==> config.mk <==
export PLATFORM = sky130hd
export DESIGN_NAME = fetch_prefetch_unit_flat
export DESIGN_NICKNAME = d
export VERILOG_FILES = /design/src/rtl/fetch_prefetch_unit_if.sv /design/src/rtl/fetch_prefetch_unit.sv /design/src/flat_wrapper.sv
export SDC_FILE = /design/constraint.sdc
export NUM_CORES = 1
export LEC_CHECK = 0
export ABC_CLOCK_PERIOD_IN_PS = 10250
export CAP_MARGIN = 20
export CORE_MARGIN = 1.5
export CORE_UTILIZATION = 30
export DETAILED_ROUTE_END_ITERATION = 6
export GPL_TIMING_DRIVEN = 0
export RECOVER_POWER = 25
export SLEW_MARGIN = 20
export SYNTH_ARGS = -nofsm -noshare
export SYNTH_HDL_FRONTEND = slang
export SYNTH_SLANG_ARGS = --single-unit
export TNS_END_PERCENT = 10
==> constraint.sdc <==
create_clock -name clk_i -period 10.25 [get_ports clk_i]
set_input_delay 2.5625 -clock clk_i [delete_from_list [all_inputs] [get_ports clk_i]]
set_output_delay 2.5625 -clock clk_i [all_outputs]
set_load 0.1 [all_outputs]
==> src/rtl/fetch_prefetch_unit_if.sv <==
// Fetch-side bus bundle: instruction memory request/response, redirect and decode handoff.
interface fetch_prefetch_unit_if #(
  parameter int unsigned DEPTH  = 4,
  parameter int unsigned ADDR_W = 32
);
  localparam int unsigned CntW = $clog2(DEPTH) + 1;

  logic [ADDR_W-1:0] instr_mem_addr_o;
  logic              instr_mem_rd_o;
  logic              instr_mem_ready_i;
  logic [31:0]       instr_mem_data_i;
  logic              redirect_i;
  logic [ADDR_W-1:0] redirect_addr_i;
  logic              instr_valid_o;
  logic [31:0]       instr_o;
  logic [ADDR_W-1:0] instr_addr_o;
  logic              instr_ready_i;
  logic [CntW-1:0]   count_o;
  logic              misaligned_o;

  modport master (
    output instr_mem_addr_o, instr_mem_rd_o, instr_valid_o, instr_o, instr_addr_o,
           count_o, misaligned_o,
    input  instr_mem_ready_i, instr_mem_data_i, redirect_i, redirect_addr_i, instr_ready_i
  );

  modport slave (
    input  instr_mem_addr_o, instr_mem_rd_o, instr_valid_o, instr_o, instr_addr_o,
           count_o, misaligned_o,
    output instr_mem_ready_i, instr_mem_data_i, redirect_i, redirect_addr_i, instr_ready_i
  );
endinterface

==> src/rtl/fetch_prefetch_unit.sv <==
// Instruction prefetcher: sequential PC fetch into a small FIFO, flushed on redirect,
// halted by a sticky misaligned-target flag.
module fetch_prefetch_unit #(
  parameter int unsigned          DEPTH      = 4,
  parameter int unsigned          ADDR_W     = 32,
  parameter logic [ADDR_W-1:0]    RESET_ADDR = '0
) (
  input logic                  clk_i,
  input logic                  rst_i,
  fetch_prefetch_unit_if.master bus
);
  localparam int unsigned PtrW = $clog2(DEPTH);
  localparam int unsigned CntW = PtrW + 1;

  logic [ADDR_W-1:0] pc_q, pc_d;
  logic [PtrW-1:0]   wr_ptr_q, wr_ptr_d;
  logic [PtrW-1:0]   rd_ptr_q, rd_ptr_d;
  logic [CntW-1:0]   count_q, count_d;
  logic              mis_q, mis_d;

  logic [31:0]       data_mem_q [DEPTH];
  logic [ADDR_W-1:0] addr_mem_q [DEPTH];

  logic rd, valid, push, pop;

  // rst_i gates the request so it stays low throughout reset, not just after the first edge.
  assign rd    = (count_q < CntW'(DEPTH)) & ~bus.redirect_i & ~mis_q & ~rst_i;
  assign valid = (count_q != '0) & ~bus.redirect_i;
  assign push  = rd & bus.instr_mem_ready_i;
  assign pop   = valid & bus.instr_ready_i;

  assign bus.instr_mem_addr_o = pc_q;
  assign bus.instr_mem_rd_o   = rd;
  assign bus.instr_valid_o    = valid;
  assign bus.instr_o          = data_mem_q[rd_ptr_q];
  assign bus.instr_addr_o     = addr_mem_q[rd_ptr_q];
  assign bus.count_o          = count_q;
  assign bus.misaligned_o     = mis_q;

  always_comb begin
    pc_d     = pc_q;
    wr_ptr_d = wr_ptr_q;
    rd_ptr_d = rd_ptr_q;
    count_d  = count_q;
    mis_d    = mis_q;
    if (bus.redirect_i) begin
      pc_d     = bus.redirect_addr_i;
      wr_ptr_d = '0;
      rd_ptr_d = '0;
      count_d  = '0;
      mis_d    = |bus.redirect_addr_i[1:0];
    end else begin
      if (push) begin
        pc_d     = pc_q + ADDR_W'(4);
        wr_ptr_d = wr_ptr_q + 1'b1;
      end
      if (pop) begin
        rd_ptr_d = rd_ptr_q + 1'b1;
      end
      case ({push, pop})
        2'b10:   count_d = count_q + 1'b1;
        2'b01:   count_d = count_q - 1'b1;
        default: count_d = count_q;
      endcase
    end
  end

  always_ff @(posedge clk_i or posedge rst_i) begin
    if (rst_i) begin
      pc_q     <= RESET_ADDR;
      wr_ptr_q <= '0;
      rd_ptr_q <= '0;
      count_q  <= '0;
      mis_q    <= 1'b0;
    end else begin
      pc_q     <= pc_d;
      wr_ptr_q <= wr_ptr_d;
      rd_ptr_q <= rd_ptr_d;
      count_q  <= count_d;
      mis_q    <= mis_d;
    end
  end

  // Storage is write-only-on-push and needs no reset; count_q guards every read.
  always_ff @(posedge clk_i) begin
    if (push) begin
      data_mem_q[wr_ptr_q] <= bus.instr_mem_data_i;
      addr_mem_q[wr_ptr_q] <= pc_q;
    end
  end
endmodule

==> src/flat_wrapper.sv <==
// flat-port wrapper written by rule: the top's interface ports become plain ports
module fetch_prefetch_unit_flat 
#(
  parameter int unsigned          DEPTH      = 4,
  parameter int unsigned          ADDR_W     = 32,
  parameter logic [ADDR_W-1:0]    RESET_ADDR = '0
)
  (clk_i, rst_i, bus_instr_mem_addr_o, bus_instr_mem_rd_o, bus_instr_valid_o, bus_instr_o, bus_instr_addr_o, bus_count_o, bus_misaligned_o, bus_instr_mem_ready_i, bus_instr_mem_data_i, bus_redirect_i, bus_redirect_addr_i, bus_instr_ready_i);
  fetch_prefetch_unit_if #(.DEPTH(DEPTH), .ADDR_W(ADDR_W)) bus_i ();
  input logic clk_i;
  input logic rst_i;
  output wire logic [$bits(bus_i.instr_mem_addr_o)-1:0] bus_instr_mem_addr_o;
  output wire logic [$bits(bus_i.instr_mem_rd_o)-1:0] bus_instr_mem_rd_o;
  output wire logic [$bits(bus_i.instr_valid_o)-1:0] bus_instr_valid_o;
  output wire logic [$bits(bus_i.instr_o)-1:0] bus_instr_o;
  output wire logic [$bits(bus_i.instr_addr_o)-1:0] bus_instr_addr_o;
  output wire logic [$bits(bus_i.count_o)-1:0] bus_count_o;
  output wire logic [$bits(bus_i.misaligned_o)-1:0] bus_misaligned_o;
  input wire logic [$bits(bus_i.instr_mem_ready_i)-1:0] bus_instr_mem_ready_i;
  input wire logic [$bits(bus_i.instr_mem_data_i)-1:0] bus_instr_mem_data_i;
  input wire logic [$bits(bus_i.redirect_i)-1:0] bus_redirect_i;
  input wire logic [$bits(bus_i.redirect_addr_i)-1:0] bus_redirect_addr_i;
  input wire logic [$bits(bus_i.instr_ready_i)-1:0] bus_instr_ready_i;
  assign bus_instr_mem_addr_o = bus_i.instr_mem_addr_o;
  assign bus_instr_mem_rd_o = bus_i.instr_mem_rd_o;
  assign bus_instr_valid_o = bus_i.instr_valid_o;
  assign bus_instr_o = bus_i.instr_o;
  assign bus_instr_addr_o = bus_i.instr_addr_o;
  assign bus_count_o = bus_i.count_o;
  assign bus_misaligned_o = bus_i.misaligned_o;
  assign bus_i.instr_mem_ready_i = bus_instr_mem_ready_i;
  assign bus_i.instr_mem_data_i = bus_instr_mem_data_i;
  assign bus_i.redirect_i = bus_redirect_i;
  assign bus_i.redirect_addr_i = bus_redirect_addr_i;
  assign bus_i.instr_ready_i = bus_instr_ready_i;
  fetch_prefetch_unit #(.DEPTH(DEPTH), .ADDR_W(ADDR_W), .RESET_ADDR(RESET_ADDR)) u_core (.clk_i(clk_i), .rst_i(rst_i), .bus(bus_i));
endmodule
Word-level counts from Yosys, hierarchy flattened
Memory sizes are Yosys's and may differ from the RTL's.
Cells that the tools add are included.
Word-level totals
  word-level logic and storage cells: 39
  memories: 2
  output and inout port bits: 102
  input bits: 69
  memory bits (writable): 256
  register bits after elaboration: 40
Memory list
  u_core.addr_mem_q: depth 4, width 32, rd ports 1, clocked after Yosys merged registers in 0, wr ports 1, RTL line fetch_prefetch_unit.sv:22  | logic [ADDR_W-1:0] addr_mem_q [DEPTH];
  u_core.data_mem_q: depth 4, width 32, rd ports 1, clocked after Yosys merged registers in 0, wr ports 1, RTL line fetch_prefetch_unit.sv:21  | logic [31:0] data_mem_q [DEPTH];
Cells by class
  equality and inequality tests: 2
  muxes and demuxes: 10
  bitwise operators: 9
  reduce and logical (&&, ||, !) cells: 5
  $add $sub $neg: 5
  order comparisons: 1
Operators with widths (number)
  2-to-1 mux 32 bit: 2
  adder 32 x 3 -> 32 bit (second input constant): 1
  2-to-1 mux 2 bit: 4
  AND 1 bit: 6
  case mux 3 bit (2 select lines): 1
  nonzero test 3 bit: 2
  adder 2 x 1 -> 2 bit (second input constant): 2
  nonzero test 2 bit: 2
  adder 3 x 1 -> 3 bit (second input constant): 1
  less-than comparator 3 bit (second input constant): 1
  2-to-1 mux 3 bit: 1
  inverter 1 bit: 3
  subtractor 3 x 1 -> 3 bit (second input constant): 1
  equality test 2 x 1 -> 1 bit (second input constant): 1
  equality test 2 bit (second input constant): 1
  2-to-1 mux 1 bit: 2
  OR reduction 2 bit: 1

Longest topological paths before layout
Gate-level depths: netlist (run 1).
  depth after elaboration: 8
  mapped depth: 8
  depth with buffers taken out: 6

Worst setup path after synthesis (run 1)
Ideal clock, no wire load.
  path kind: input to output
  from: in bus_redirect_i
  to: out bus_instr_valid_o
  data required time: 7.688 ns
  path buffers: 2
  stages on the path: 3
  arrival: 4.220 ns
  slack: 3.468 ns
  cells stage by stage: clkbuf_1 -> clkbuf_1 -> nor2_1
Between the ends
  word-level cells in the longest chain between the ends: 2
RTL lines
  from (decl): RTL line flat_wrapper.sv:21  | input wire logic [$bits(bus_i.redirect_i)-1:0] bus_redirect_i;
  inverter 1 bit: RTL line fetch_prefetch_unit.sv:28  | assign valid = (count_q != '0) & ~bus.redirect_i;
  AND 1 bit: RTL line fetch_prefetch_unit.sv:28
  to (decl): RTL line flat_wrapper.sv:14  | output wire logic [$bits(bus_i.instr_valid_o)-1:0] bus_instr_valid_o;
No other way between the ends.

Worst setup path after layout (run 1)
Ends and elaborated chain as after synthesis.

==> results.yml, run 1 <==
global_routing:
  met1_usage: 0.203
  grt_antenna_before_repair: 1
  busiest_layer: "met2"
  use_met3: 0.0469
  use_met2: 0.228
  grt_pass1_wl_um: 44900
  grtUsageTotal: 0.148
  grt_max_degree: 40
  grt_overflow: 0
  grt_pass1_vias: 7036
placement:
  dpl.hpwl_um: 19300
  port_buffers: 170
  gp_congestion: 0.804
critical_path:
  critPathMaxFanout: 10
  worstPathCellList: "clkdlybuf4s50_1, clkbuf_1, clkbuf_1, nor2_1, clkdlybuf4s50_1"
  critical_path.slowest_cell: "clkdlybuf4s50_1"
  cp.buffers_inverters: 4
  required_ns: 7.69
  path_class: "in -> out"
  startpoint_type: "primary input"
  crit_arrival_ns: 5.32
  endpoint_kind: "output pin"
  path_delay_family: "buffers and inverters"
  cp_slowest_stage_delay_ns: 1.01
cts:
  postCtsHoldBufs: 0
  cts_setup_buffers: 0
  post_cts_resized: 0
  cts_buffer_depth: 3
  clk_pin_slew_ns: 0.06
  cts_sinks: 296
  tritoncts: "built"
  cts-root-buf: "clkbuf_16"
  htreeDepth: 2
  clk_latency_ns: 0.53
  cts_buffers: 35
drt:
  drtAntennaViolNets: 0
  wirelength_um: 29700
  routed_via_density: 4.93
  num_vias: 6736
  drtIter0Drc: 410
  dr.pass1.iters: 5
  routedWlPerCell_um: 21.7
  route.detailed.drc: 0
die:
  start_util: 0.303
  die_area_um2: 40300
  num_rows: 72
  fp.dieW_um: 201
  ioPinCount: 171
  die_h_um: 201
  core_um2: 38600
synth:
  ys.flop_type: "edfxtp_1"
  yosysSeqAreaShare: 0.741
  synth_top_cell_by_area: "edfxtp_1"
  synth.most_common_cell: "edfxtp_1"
  synth.avg_cell_area_um2: 19.1
  postSynthCellCount: 613
  synth_commonest_cells: "edfxtp_1, mux4_2, dfrtp_1, nand2_1, nand3_1"
  netlist_area_um2: 11700
  synth_edf_count: 256
  netlist.area_leader.share: 0.656
  synthTopCellsByArea: "edfxtp_1, mux4_2, dfrtp_1, nand2_1, or4_1"
  synth_nets: 688
  synthDistinctLibCells: 50
  synth_warnings: 0
  async_flop_share: 0.135
  yosys_register_bits: 296
timing:
  rsz0062_at_grt: "false"
  setup_viol: 0
  finalSetupTns_ns: 0
  period_share: 0.769
  slew_headroom: 0.284
  hold_violations: 0
  maxClockFrequency_ghz: 0.127
  slew_viol_final: 0
  tightestPinTransition_ns: 1.07
  fin_crit_ns: 7.88
  fin_skew_ns: 0.0255
cells_and_area:
  syn_to_final_growth_pct: 31.3
  post-route-util: 0.398
  nFillCells: 3461
  nets: 900
  drive_gt1_frac: 0.165
  diodes: 0
hold_path:
  hold_class: "reg -> reg"
power:
  ir_drop_uv: 108
  power.density_nw_per_um2: 223
  power.leakage_uw: 0.00495
status:
  status: "finished, final reports clean"
flow_run:
  drv_cap: 0
-- layout by cell type, fill, tap and decap left out, types with 11 or more instances in the layout --
master,Yosys,routed
edfxtp_1,256,256
dfrtp_1,40,40
nand2_1,30,30
clkbuf_1,13,20
nor2_1,11,11
mux4_2,64,64
nand3_1,20,20
or4_1,14,14
clkdlybuf4s50_1,0,160
nand4_1,12,12
inv_1,11,11
o21ai_0,16,16
clkbuf_16,0,37
-- cell type report --
| cell class | count | area [µm²] | area share |
|---|---|---|---|
| inverters | 12 | 50.0 | 0.00325 |
| flip-flops and latches | 296 | 8690 | 0.564 |
| well taps | 518 | 648 | 0.0421 |
| clock inverters | 14 | 221 | 0.0144 |
| repair buffers | 175 | 1820 | 0.118 |
| multi-input cells | 275 | 2850 | 0.185 |
| plain buffers | 30 | 161 | 0.0105 |
| clock buffers | 45 | 966 | 0.0627 |
-- path summary, 6_finish.rpt --
path | from | end | slack (ns) | depth (start not counted)
worst max-delay path | bus_redirect_i | bus_instr_valid_o | 2.37 | 5
worst min-delay path | u_core.wr_ptr_q[0] | u_core.wr_ptr_q[0] | 0.60 | 1
worst max register to register | u_core.bus.count_o[2] | u_core.bus.count_o[2] | 7.48 | 7
worst min register to register | u_core.wr_ptr_q[0] | u_core.wr_ptr_q[0] | 0.60 | 1
max in group asynchronous | rst_i | u_core.bus.instr_mem_addr_o[29] | 7.05 | 3
min in group asynchronous | rst_i | u_core.bus.instr_mem_addr_o[5] | 2.62 | 2
-- report_power, final --
group	switching (µW)	internal, µW
logic	553	213
registers	45.3	1340
clock network	470	813
-- worst register-to-register path, stage by stage, from the launching register on --
cell and delay [ns]:
dfrtp_1 0.46, or4_1 0.56, buf_6 0.16, o21ai_0 0.45
nor2_1 0.12, fa_1 0.42, or3_1 0.35, a31oi_1 0.16
-- state kept, by name, summed over array words and instances (netlist names) --
| name | cells |
|---|---|
| u_core.bus.misaligned_o | 1 |
| u_core.wr_ptr_q | 2 |
| u_core.addr_mem_q | 128 |
| u_core.bus.instr_mem_addr_o | 32 |
| u_core.bus.count_o | 3 |
| u_core.data_mem_q | 128 |
| u_core.rd_ptr_q | 2 |
-- layer usage --
metal  routed length [µm]  part of all wire  vias to the layer above
li1                     -                 -                     2995
met1                13400              0.45                     3427
met2                13400              0.45                      267
met3                 2230             0.075                       45
met4                  599             0.020                        2
met5                   13           0.00044                        -
-- cells by family (layout without fill, tap and decap cells) --
family          Yosys count  in the layout  share of synthesized area
xor+xnor                  2              2                    0.00149
compound gates           68             68                     0.0429
fa+ha+maj                 6              6                    0.00704
mux                      70             70                      0.128
flops                   296            296                      0.741
simple gates            129            129                     0.0613
buf+inv                  42            276                     0.0180
-- stage by stage --
stage / hold WS [ns] / cells / total power (µW) / setup slack [ns] / area, µm²
final: 0.602 / 1365 / 3430 / 2.37 / 15400
after floorplan: 0.511 / 613 / 1970 / 3.47 / 11700
after global routing: 0.643 / 1365 / 3550 / 2.25 / 15400
after global placement: 0.547 / 1301 / 2180 / 2.38 / 14100
after CTS: 0.585 / 1365 / 3480 / 2.36 / 15400
after detailed placement: 0.578 / 1306 / 2180 / 2.36 / 14200
Note: power is estimated with default switching activity, not from simulation.
==> inputs of run 2 (changes only) <==
--- a/config.mk
+++ b/config.mk
@@ -5,7 +5,7 @@
 export SDC_FILE = /design/constraint.sdc
 export NUM_CORES = 1
 export LEC_CHECK = 0
-export ABC_CLOCK_PERIOD_IN_PS = 10250
+export ABC_CLOCK_PERIOD_IN_PS = 6800
 export CAP_MARGIN = 20
 export CORE_MARGIN = 1.5
 export CORE_UTILIZATION = 30
==> constraint.sdc (replaced) <==
create_clock -name clk_i -period 6.8 [get_ports clk_i]
set_input_delay 1.7 -clock clk_i [delete_from_list [all_inputs] [get_ports clk_i]]
set_output_delay 1.7 -clock clk_i [all_outputs]
set_load 0.1 [all_outputs]
==> results of run 2 <==
The final DEF is identical to that of run 1. Status: finished, final reports clean.
Main changes from that run: setup slack after placement 2.36 ns -> 0.630 ns; setup slack after layout 2.37 ns -> 0.646 ns; register-to-register setup slack 7.48 ns -> 4.03 ns; total power 3430 µW -> 5170 µW; worst IR drop on VDD 108 µV -> 162 µV
